File: config.mk
export PLATFORM = sky130hd
export DESIGN_NAME = flash_boot_loader
export DESIGN_NICKNAME = d
export VERILOG_FILES = /design/src/rtl/flash_boot_loader_pkg.sv /design/src/rtl/flash_boot_loader_spi_bit_engine.sv /design/src/rtl/flash_boot_loader.sv
export SDC_FILE = /design/constraint.sdc
export NUM_CORES = 1
export LEC_CHECK = 0
export BUFFER_PORTS_ARGS = -buffer_cell sky130_fd_sc_hd__buf_2
export CAP_MARGIN = 20
export CORE_MARGIN = 2
export CORE_UTILIZATION = 55
export DETAILED_ROUTE_END_ITERATION = 8
export PLACE_DENSITY = 0.74
export SLEW_MARGIN = 40
export SYNTH_ARGS = -nofsm -noshare
export SYNTH_HDL_FRONTEND = slang
export SYNTH_SLANG_ARGS = --single-unit
File: constraint.sdc
create_clock -name clk -period 3.7 [get_ports clk]
set_clock_uncertainty 0.15 [all_clocks]
set_input_delay 0.37 -clock clk [delete_from_list [all_inputs] [get_ports clk]]
set_output_delay 0.37 -clock clk [all_outputs]
set_load 0.02 [all_outputs]
File: src/rtl/flash_boot_loader_pkg.sv
// Shared definitions for the boot-time flash-to-RAM copier.
package boot_pkg;

    localparam logic [7:0]  SPI_READ_OPC = 8'h03;
    localparam int unsigned CMD_BITS     = 32;

    typedef enum logic [2:0] {
        ST_WAIT  = 3'd0,
        ST_CMD   = 3'd1,
        ST_DATA  = 3'd2,
        ST_FLUSH = 3'd3,
        ST_DONE  = 3'd4
    } boot_state_t;

    // Flash bytes arrive first-byte-first; RAM words are little-endian.
    function automatic logic [31:0] bswap32(input logic [31:0] w);
        return {w[7:0], w[15:8], w[23:16], w[31:24]};
    endfunction

endpackage

File: src/rtl/flash_boot_loader_spi_bit_engine.sv
// SCK generator: divides clk into SCK half-periods and flags the cycle in
// which SCK is about to rise or fall. SCK parks low whenever run is 0.
module spi_bit_engine #(
    parameter int unsigned CLK_DIV = 2
) (
    input  logic clk,
    input  logic reset,
    input  logic run,
    output logic sck,
    output logic rise_tick,
    output logic fall_tick
);

    localparam logic [15:0] DIV_LAST = 16'(CLK_DIV - 1);

    logic [15:0] div_q, div_d;
    logic        sck_q, sck_d;

    // Half-period counter and SCK toggle decision.
    always_comb begin
        div_d     = div_q;
        sck_d     = sck_q;
        rise_tick = 1'b0;
        fall_tick = 1'b0;
        if (!run) begin
            div_d = 16'd0;
            sck_d = 1'b0;
        end else if (div_q == DIV_LAST) begin
            div_d     = 16'd0;
            sck_d     = ~sck_q;
            rise_tick = ~sck_q;
            fall_tick = sck_q;
        end else begin
            div_d = div_q + 16'd1;
        end
    end

    // Divider and SCK state registers.
    always_ff @(posedge clk or negedge reset) begin
        if (!reset) begin
            div_q <= 16'd0;
            sck_q <= 1'b0;
        end else begin
            div_q <= div_d;
            sck_q <= sck_d;
        end
    end

    assign sck = sck_q;

endmodule

File: src/rtl/flash_boot_loader.sv
// Boot copier: reads an image from SPI flash with one READ command and
// writes it word by word into RAM, holding the CPU until the copy is done.
module flash_boot_loader
    import boot_pkg::*;
#(
    parameter logic [23:0]  FLASH_BASE = 24'h100000,
    parameter logic [31:0]  RAM_BASE   = 32'h80000000,
    parameter int unsigned  WORDS      = 4096,
    parameter int unsigned  CLK_DIV    = 2,
    parameter int unsigned  CS_DELAY   = 16
) (
    input  logic        clk,
    input  logic        reset,
    input  logic        flashMiso,
    output logic        flashClk,
    output logic        flashMosi,
    output logic        flashCs,
    output logic        mem_we,
    output logic [31:0] mem_addr,
    output logic [31:0] mem_wdata,
    input  logic        mem_ready,
    output logic        done,
    output logic        cpu_hold
);

    localparam logic [31:0] CMD_WORD  = {SPI_READ_OPC, FLASH_BASE};
    localparam logic [31:0] LAST_WORD = 32'(WORDS - 1);
    localparam logic [31:0] WAIT_LAST = (CS_DELAY == 0) ? 32'd0 : 32'(CS_DELAY - 1);
    localparam logic [4:0]  LAST_BIT  = 5'(CMD_BITS - 1);

    boot_state_t state_q, state_d;
    logic [31:0] wait_cnt_q, wait_cnt_d;
    logic [4:0]  bit_cnt_q, bit_cnt_d;
    logic [31:0] cmd_q, cmd_d;
    logic [31:0] sr_q, sr_d;
    logic [31:0] word_cnt_q, word_cnt_d;
    logic [31:0] next_addr_q, next_addr_d;
    logic        pend_q, pend_d;
    logic        cs_q, cs_d;
    logic        mosi_q, mosi_d;
    logic        mem_we_q, mem_we_d;
    logic [31:0] mem_addr_q, mem_addr_d;
    logic [31:0] mem_wdata_q, mem_wdata_d;
    logic        done_q, done_d;

    logic        sck_s, rise_s, fall_s, run_s, buf_free_s;
    logic [31:0] shift_s;

    // A completed word waiting on a full buffer lets SCK finish its high
    // phase, then parks it low until the buffer drains.
    assign run_s      = ((state_q == ST_CMD) || (state_q == ST_DATA)) && !(pend_q && !sck_s);
    assign buf_free_s = !mem_we_q || mem_ready;
    assign shift_s    = {sr_q[30:0], flashMiso};

    spi_bit_engine #(
        .CLK_DIV (CLK_DIV)
    ) u_engine (
        .clk       (clk),
        .reset     (reset),
        .run       (run_s),
        .sck       (sck_s),
        .rise_tick (rise_s),
        .fall_tick (fall_s)
    );

    // Next-state logic: FSM, shift registers, counters and write buffer.
    always_comb begin
        state_d     = state_q;
        wait_cnt_d  = wait_cnt_q;
        bit_cnt_d   = bit_cnt_q;
        cmd_d       = cmd_q;
        sr_d        = sr_q;
        word_cnt_d  = word_cnt_q;
        next_addr_d = next_addr_q;
        pend_d      = pend_q;
        cs_d        = cs_q;
        mosi_d      = mosi_q;
        mem_we_d    = mem_we_q;
        mem_addr_d  = mem_addr_q;
        mem_wdata_d = mem_wdata_q;
        done_d      = done_q;

        if (mem_we_q && mem_ready) begin
            mem_we_d = 1'b0;
        end else begin
            mem_we_d = mem_we_q;
        end

        // A stalled word moves into the buffer as soon as it frees up.
        if (pend_q && buf_free_s) begin
            mem_we_d    = 1'b1;
            mem_addr_d  = next_addr_q;
            mem_wdata_d = bswap32(sr_q);
            next_addr_d = next_addr_q + 32'd4;
            pend_d      = 1'b0;
        end else begin
            pend_d = pend_q;
        end

        // MOSI only moves on the falling edge; zeros follow the command.
        if (fall_s) begin
            mosi_d = cmd_q[31];
            cmd_d  = {cmd_q[30:0], 1'b0};
        end else begin
            cmd_d = cmd_q;
        end

        case (state_q)
            ST_WAIT: begin
                if (wait_cnt_q >= WAIT_LAST) begin
                    state_d   = ST_CMD;
                    cs_d      = 1'b0;
                    mosi_d    = CMD_WORD[31];
                    cmd_d     = {CMD_WORD[30:0], 1'b0};
                    bit_cnt_d = 5'd0;
                end else begin
                    wait_cnt_d = wait_cnt_q + 32'd1;
                end
            end
            ST_CMD: begin
                if (rise_s) begin
                    if (bit_cnt_q == LAST_BIT) begin
                        state_d   = ST_DATA;
                        bit_cnt_d = 5'd0;
                    end else begin
                        bit_cnt_d = bit_cnt_q + 5'd1;
                    end
                end else begin
                    bit_cnt_d = bit_cnt_q;
                end
            end
            ST_DATA: begin
                if (rise_s) begin
                    sr_d = shift_s;
                    if (bit_cnt_q == 5'd31) begin
                        bit_cnt_d  = 5'd0;
                        word_cnt_d = word_cnt_q + 32'd1;
                        if (buf_free_s) begin
                            mem_we_d    = 1'b1;
                            mem_addr_d  = next_addr_q;
                            mem_wdata_d = bswap32(shift_s);
                            next_addr_d = next_addr_q + 32'd4;
                        end else begin
                            pend_d = 1'b1;
                        end
                        if (word_cnt_q == LAST_WORD) begin
                            state_d = ST_FLUSH;
                            cs_d    = 1'b1;
                            mosi_d  = 1'b0;
                        end else begin
                            state_d = ST_DATA;
                        end
                    end else begin
                        bit_cnt_d = bit_cnt_q + 5'd1;
                    end
                end else begin
                    sr_d = sr_q;
                end
            end
            ST_FLUSH: begin
                if (!pend_q && buf_free_s) begin
                    state_d = ST_DONE;
                    done_d  = 1'b1;
                end else begin
                    state_d = ST_FLUSH;
                end
            end
            ST_DONE: begin
                done_d = 1'b1;
            end
            default: begin
                state_d = ST_WAIT;
            end
        endcase
    end

    // State and datapath registers; reset aborts any flash access at once.
    always_ff @(posedge clk or negedge reset) begin
        if (!reset) begin
            state_q     <= ST_WAIT;
            wait_cnt_q  <= 32'd0;
            bit_cnt_q   <= 5'd0;
            cmd_q       <= 32'd0;
            sr_q        <= 32'd0;
            word_cnt_q  <= 32'd0;
            next_addr_q <= RAM_BASE;
            pend_q      <= 1'b0;
            cs_q        <= 1'b1;
            mosi_q      <= 1'b0;
            mem_we_q    <= 1'b0;
            mem_addr_q  <= 32'd0;
            mem_wdata_q <= 32'd0;
            done_q      <= 1'b0;
        end else begin
            state_q     <= state_d;
            wait_cnt_q  <= wait_cnt_d;
            bit_cnt_q   <= bit_cnt_d;
            cmd_q       <= cmd_d;
            sr_q        <= sr_d;
            word_cnt_q  <= word_cnt_d;
            next_addr_q <= next_addr_d;
            pend_q      <= pend_d;
            cs_q        <= cs_d;
            mosi_q      <= mosi_d;
            mem_we_q    <= mem_we_d;
            mem_addr_q  <= mem_addr_d;
            mem_wdata_q <= mem_wdata_d;
            done_q      <= done_d;
        end
    end

    assign flashClk  = sck_s;
    assign flashMosi = mosi_q;
    assign flashCs   = cs_q;
    assign mem_we    = mem_we_q;
    assign mem_addr  = mem_addr_q;
    assign mem_wdata = mem_wdata_q;
    assign done      = done_q;
    assign cpu_hold  = ~done_q;

endmodule
After elaboration in Yosys (flattened, before gate mapping)
Index checks and enable logic that the tools add are counted.
{"block": "word_totals", "reg_bits": 254, "latch_bits": 0, "ramBits": 0, "rom_bits": 0, "input_bits": 4, "out_inout_bits": 70, "wordCells": 127, "n_memories": 0}
{"block": "classes", "add_sub_neg": 5, "multipliers": 0, "div": 0, "n_lt_le_gt_ge": 1, "n_eq_ne": 16, "n_shift": 0, "n_mux": 62, "bitwise_logic": 4, "n_reduce_logical": 23}
{"cell": "two-way mux 32 bit", "count": 18}
{"cell": "adder 32 x 1 -> 32 bit, second input constant", "count": 2}
{"cell": "adder 32 x 3 -> 32 bit, second input constant", "count": 1}
{"cell": "equality test 32 x 12 -> 1 bit, second input constant", "count": 1}
{"cell": "greater-or-equal comparator 32 x 4 -> 1 bit, second input constant", "count": 1}
{"cell": "two-way mux 16 bit", "count": 2}
{"cell": "two-way mux 1 bit", "count": 28}
{"cell": "two-way mux 3 bit", "count": 6}
{"cell": "adder 16 x 1 -> 16 bit, second input constant", "count": 1}
{"cell": "equality test 16 x 1 -> 1 bit, second input constant", "count": 1}
{"cell": "two-way mux 5 bit", "count": 3}
{"cell": "one-hot mux 3 bit (5 select lines)", "count": 1}
{"cell": "inequality test 2 bit, second input constant", "count": 5}
{"cell": "one-hot mux 5 bit (2 select lines)", "count": 1}
{"cell": "inequality test 2 x 1 -> 1 bit, second input constant", "count": 4}
{"cell": "equality test 3 x 2 -> 1 bit, second input constant", "count": 2}
{"cell": "one-hot mux 1 bit (2 select lines)", "count": 3}
{"cell": "AND reduction 2 bit", "count": 3}
{"cell": "AND reduction 3 bit", "count": 2}
{"cell": "AND reduction 6 bit", "count": 1}
{"cell": "nonzero test 2 bit", "count": 3}
{"cell": "adder 5 x 1 -> 5 bit, second input constant", "count": 1}
{"cell": "equality test 5 bit, second input constant", "count": 1}
{"cell": "logical AND 1 bit", "count": 5}
{"cell": "other kinds (8)", "count": 15}

Logic depth before layout (Yosys ltp)
{"block": "logic_depth", "word_depth": 10, "mapped_depth": 9}

By module
Synthesis repeated with hierarchy kept, for this count alone.
{"block": "hier_totals", "hier_cells": 889, "area_unflattened_um2": 10515.1}
{"module": "flash_boot_loader", "instances": 1, "cells_each": 801, "area_each_um2": 9648.0, "seq_area_each_um2": 5883.1}
{"module": "spi_bit_engine", "instances": 1, "cells_each": 88, "area_each_um2": 867.1, "seq_area_each_um2": 425.4}

Worst setup path after synthesis
No wires, ideal clock.
{"block": "synth_timing", "kind": "register to register", "start": "reg u_engine.div_q[1]", "end": "reg sr_q[17]", "setup_time_ns": 0.125, "t_arrival_ns": 2.178, "required_ns": 3.425, "setup_slack_ns": 1.247, "stages_incl_launch_ff": 9, "n_path_buf": 2, "cell_sequence": "dfrtp_1 inv_1 ha_1 or3b_2 nor4_2 and3_1 buf_4 buf_6 mux2_2"}
{"block": "synth_between", "elab_chain_len": 4}
{"item": "from (decl)", "line": "flash_boot_loader_spi_bit_engine.sv:16", "text": "logic [15:0] div_q, div_d;"}
{"item": "from (signal assigned)", "line": "flash_boot_loader_spi_bit_engine.sv:44", "text": "div_q <= div_d;"}
{"item": "equality test 16 x 1 -> 1 bit", "line": "flash_boot_loader_spi_bit_engine.sv:28", "text": "end else if (div_q == DIV_LAST) begin"}
{"item": "two-way mux 1 bit", "line": "flash_boot_loader_spi_bit_engine.sv:28"}
{"item": "two-way mux 1 bit", "line": "flash_boot_loader_spi_bit_engine.sv:25", "text": "if (!run) begin"}
{"item": "AND reduction 2 bit (no line)"}
{"item": "to (signal assigned)", "line": "flash_boot_loader.sv:199", "text": "sr_q <= sr_d;"}
{"item": "to (decl)", "line": "flash_boot_loader.sv:35", "text": "logic [31:0] sr_q, sr_d;"}
Every way passes these cells.
A chain may end at the register's enable or synchronous reset.

Worst setup path after layout
{"block": "layout_timing", "start": "reg u_engine.div_q[1]", "end": "reg sr_q[21]"}
Same word-level chain as after synthesis.

==> flow_summary.json <==
{
  "ant_nets": 0,
  "syn_inst": 951,
  "reg2reg_to": "sr_q[21]$_DFFE_PN0P_",
  "grt_remaining_overflow": 0,
  "synth-seq-cells": 252,
  "clock_latency_ps": 540,
  "cp_slowest_stage_delay_ps": 540,
  "synth_top_area_share_pct": 59.3,
  "cts_buffers": 25,
  "start_util_pct": 56.2,
  "clockBufferDepth": 3,
  "cp_cell_sequence": "inv_1 > ha_1 > or3b_2 > nor4_2 > and3_1 > buf_4 > mux2_2",
  "synth.largest_area_cell": "dfrtp_1",
  "via_count": 7069,
  "clock-sinks": 252,
  "cts.repair.resized": 0,
  "drive_gt1_share_pct": 16.5,
  "synthTopCellsByArea": "dfrtp_1, nand2_1, xnor2_1, a221o_1, and3_1",
  "slew_headroom_pct": 54.0,
  "coreArea_mm2": 0.0188,
  "fin_area_mm2": 0.0120,
  "drcViolationCount": 0,
  "cts_setup_buffers": 0,
  "clk_pin_slew_ps": 60,
  "grt_usage_pct": 21.0,
  "drtIter0Drc": 482,
  "seq_area_frac_synth_pct": 59.8,
  "critPathCaptureType": "register",
  "syn_avg_cell_area_um2": 11.1,
  "critPathMaxFanout": 32,
  "via_per_inst": 5.66,
  "critical_path_required_ps": 3970,
  "period_share_pct": 81.4,
  "synth_edf_count": 0,
  "max_slew.worst_pin.slew_ps": 690,
  "layout.nets": 1007,
  "antenna_cells": 0,
  "fp-row-count": 50,
  "area_growth_pct": 13.3,
  "antenna_found_initial": 0,
  "r2r_start": "u_engine.div_q[1]$_DFF_PN0_",
  "cp.arrival_ps": 3280,
  "ys_warn_count": 0,
  "cts_tree": "yes",
  "peakVddDrop_uv": 353,
  "leakagePower_nw": 5.99,
  "dieHeight_um": 142,
  "hp-class": "input pin to async pin",
  "numPortBuffers": 73,
  "cts_root_buf": "clkbuf_16",
  "place_congestion": 0.777,
  "pre_cts_ws_ps": 727,
  "dp_hpwl_um": 12900,
  "report.final.slew_viol_count": 0,
  "status": "finished, final reports clean",
  "placed_area_mm2": 0.0111,
  "drv_cap": 0,
  "fmax_mhz": 332,
  "grt_pass1_wl_um": 34800,
  "timing_hold_violations_final": 0,
  "routed_wl_um": 20500,
  "grt_start_max_net_pins": 76,
  "report.final.setup_viol": 0,
  "ff2ff_path_depth": 7,
  "htree_levels": 1,
  "async_flop_share_pct": 100,
  "syn_area_mm2": 0.0105,
  "die_w_um": 142,
  "grt_pass1_vias": 6913,
  "post-route-util_pct": 63.7,
  "wl_per_cell_um": 16.4,
  "setup_slack_ps": 687,
  "grt_setup_unrepaired": "no",
  "worstSetupPathType": "register to register",
  "power_density_mw_per_mm2": 450,
  "start_kind": "register",
  "ys_types": 46,
  "timing.final.crit_period_ps": 3010,
  "cp_slowest_cell": "nor4_2",
  "holdBufCountCts": 2,
  "fp.dieArea_mm2": 0.0203,
  "dr.pass1.iters": 7,
  "rrSetupSlack_ps": 690,
  "synth_nets": 962,
  "synth_flop_cell": "dfrtp_1",
  "setup_tns_ps": 0,
  "ios": 74
}
[worst max-delay path by stage]
stage / from / endpoint / depth (start not counted)
floorplan: u_engine.div_q[1]$_DFF_PN0_ / sr_q[17]$_DFFE_PN0P_ / 8
finish: u_engine.div_q[1]$_DFF_PN0_ / sr_q[21]$_DFFE_PN0P_ / 7
global placement: u_engine.div_q[1]$_DFF_PN0_ / sr_q[18]$_DFFE_PN0P_ / 7
CTS: u_engine.div_q[1]$_DFF_PN0_ / sr_q[8]$_DFFE_PN0P_ / 7
global route: u_engine.div_q[1]$_DFF_PN0_ / sr_q[8]$_DFFE_PN0P_ / 7
detailed placement: u_engine.div_q[1]$_DFF_PN0_ / sr_q[0]$_DFFE_PN0P_ / 7
[cells in the mapped netlist (2+ instances only)]
library cell / n
or4_1: 3
a21o_1: 2
o21ai_0: 6
nor4_2: 5
xnor2_1: 51
o2bb2ai_1: 2
inv_1: 8
clkbuf_1: 55
and3_1: 51
buf_6: 3
a21oi_1: 34
dfrtp_1: 250
nor2_1: 35
a221o_1: 32
ha_1: 7
xor2_1: 27
mux2_1: 14
a21boi_0: 2
mux2_2: 20
buf_2: 14
nand3b_1: 4
nand3_1: 32
nor3_1: 11
nor3b_1: 3
nor2b_1: 2
a32o_1: 2
and2_1: 5
dfstp_2: 2
nand2_1: 183
nor4_1: 19
and4_1: 12
nand4_1: 37
nand2b_1: 5
[where the power goes]
group          switching (mW)  internal [mW]  total, mW
Combinational          0.0543         0.0126     0.0670
Clock                    1.06           1.49       2.55
Sequential           0.000222           2.76       2.76
Total                    1.11           4.26       5.38
[metal layers]
| metal | vias up | share of wire (%) | GRT usage [%] |
|---|---|---|---|
| li1 | 3393 | - | - |
| met3 | 31 | 3.6 | 3.26 |
| met1 | 3526 | 47 | 31.2 |
| met4 | 0 | 2.3 | 6.04 |
| met2 | 119 | 47 | 32.4 |
| met5 | - | 0 | 0 |
[per-stage QoR]
stage	hold slack [ps]	cells	power (mW)
after floorplan	-75.6	951	2.81
after global placement	215	1200	2.87
after detailed placement	144	1201	2.88
after CTS	178	1249	5.44
after global routing	202	1249	5.56
final	171	1249	5.38
[worst max-delay path, delay by kind of cell, from the launching register on]
family	cells	cell delay, ps
flops	1	430
buf+inv	2	480
fa+ha+maj	1	140
mux	1	380
simple gates	3	1300
[placed cells by master (no fill, tap or decap), drive strengths merged, types with 2 or more instances in the layout]
master / instances
and2: 5
nand2: 183
clkinv: 7
or4: 3
nor4: 25
nor2: 35
nand3b: 4
a21oi: 34
and3: 51
nand4: 38
a21o: 2
a21boi: 2
dlygate4sd3: 2
mux2: 34
inv: 9
nand3: 33
clkbuf: 36
nand2b: 5
nor3: 12
bufinv: 2
ha: 7
o2bb2ai: 2
a32o: 2
nor3b: 3
xnor2: 51
o21ai: 6
and4: 12
buf: 89
xor2: 27
dfrtp: 250
dfstp: 2
a221o: 32
nor2b: 2
[cell type report]
| class | instances | area, µm² |
|---|---|---|
| clock buffers | 36 | 717 |
| clock inverters | 10 | 115 |
| fillers | 1438 | 6810 |
| inverters | 8 | 30.0 |
| multi-input cells | 618 | 3930 |
| flip-flops and latches | 252 | 6310 |
| well taps | 234 | 293 |
| repair buffers | 91 | 561 |
[logic make-up (layout without fill, tap and decap cells)]
logic type                 after synthesis  in the layout  share of synthesized area [%]
AOI/OAI and AO/OA                       83             83                           5.92
xor gates and xnor gates                78             78                           6.48
adders and majority gates                7              7                          0.830
buffers and inverters                   81            145                           3.30
DFF                                    252            252                           59.8
muxes                                   34             34                           3.63
and+or+nand+nor                        416            416                           20.0
[state kept, by name (all words and copies together) (netlist names)]
signal / count
bit_cnt_q: 5
cmd_q: 32
done: 1
flashCs: 1
flashMosi: 1
mem_addr: 32
mem_wdata: 32
mem_we: 1
next_addr_q: 30
pend_q: 1
sr_q: 32
state_q: 3
u_engine.div_q: 16
u_engine.sck: 1
wait_cnt_q: 32
word_cnt_q: 32
(Power assumes the default switching activity.)
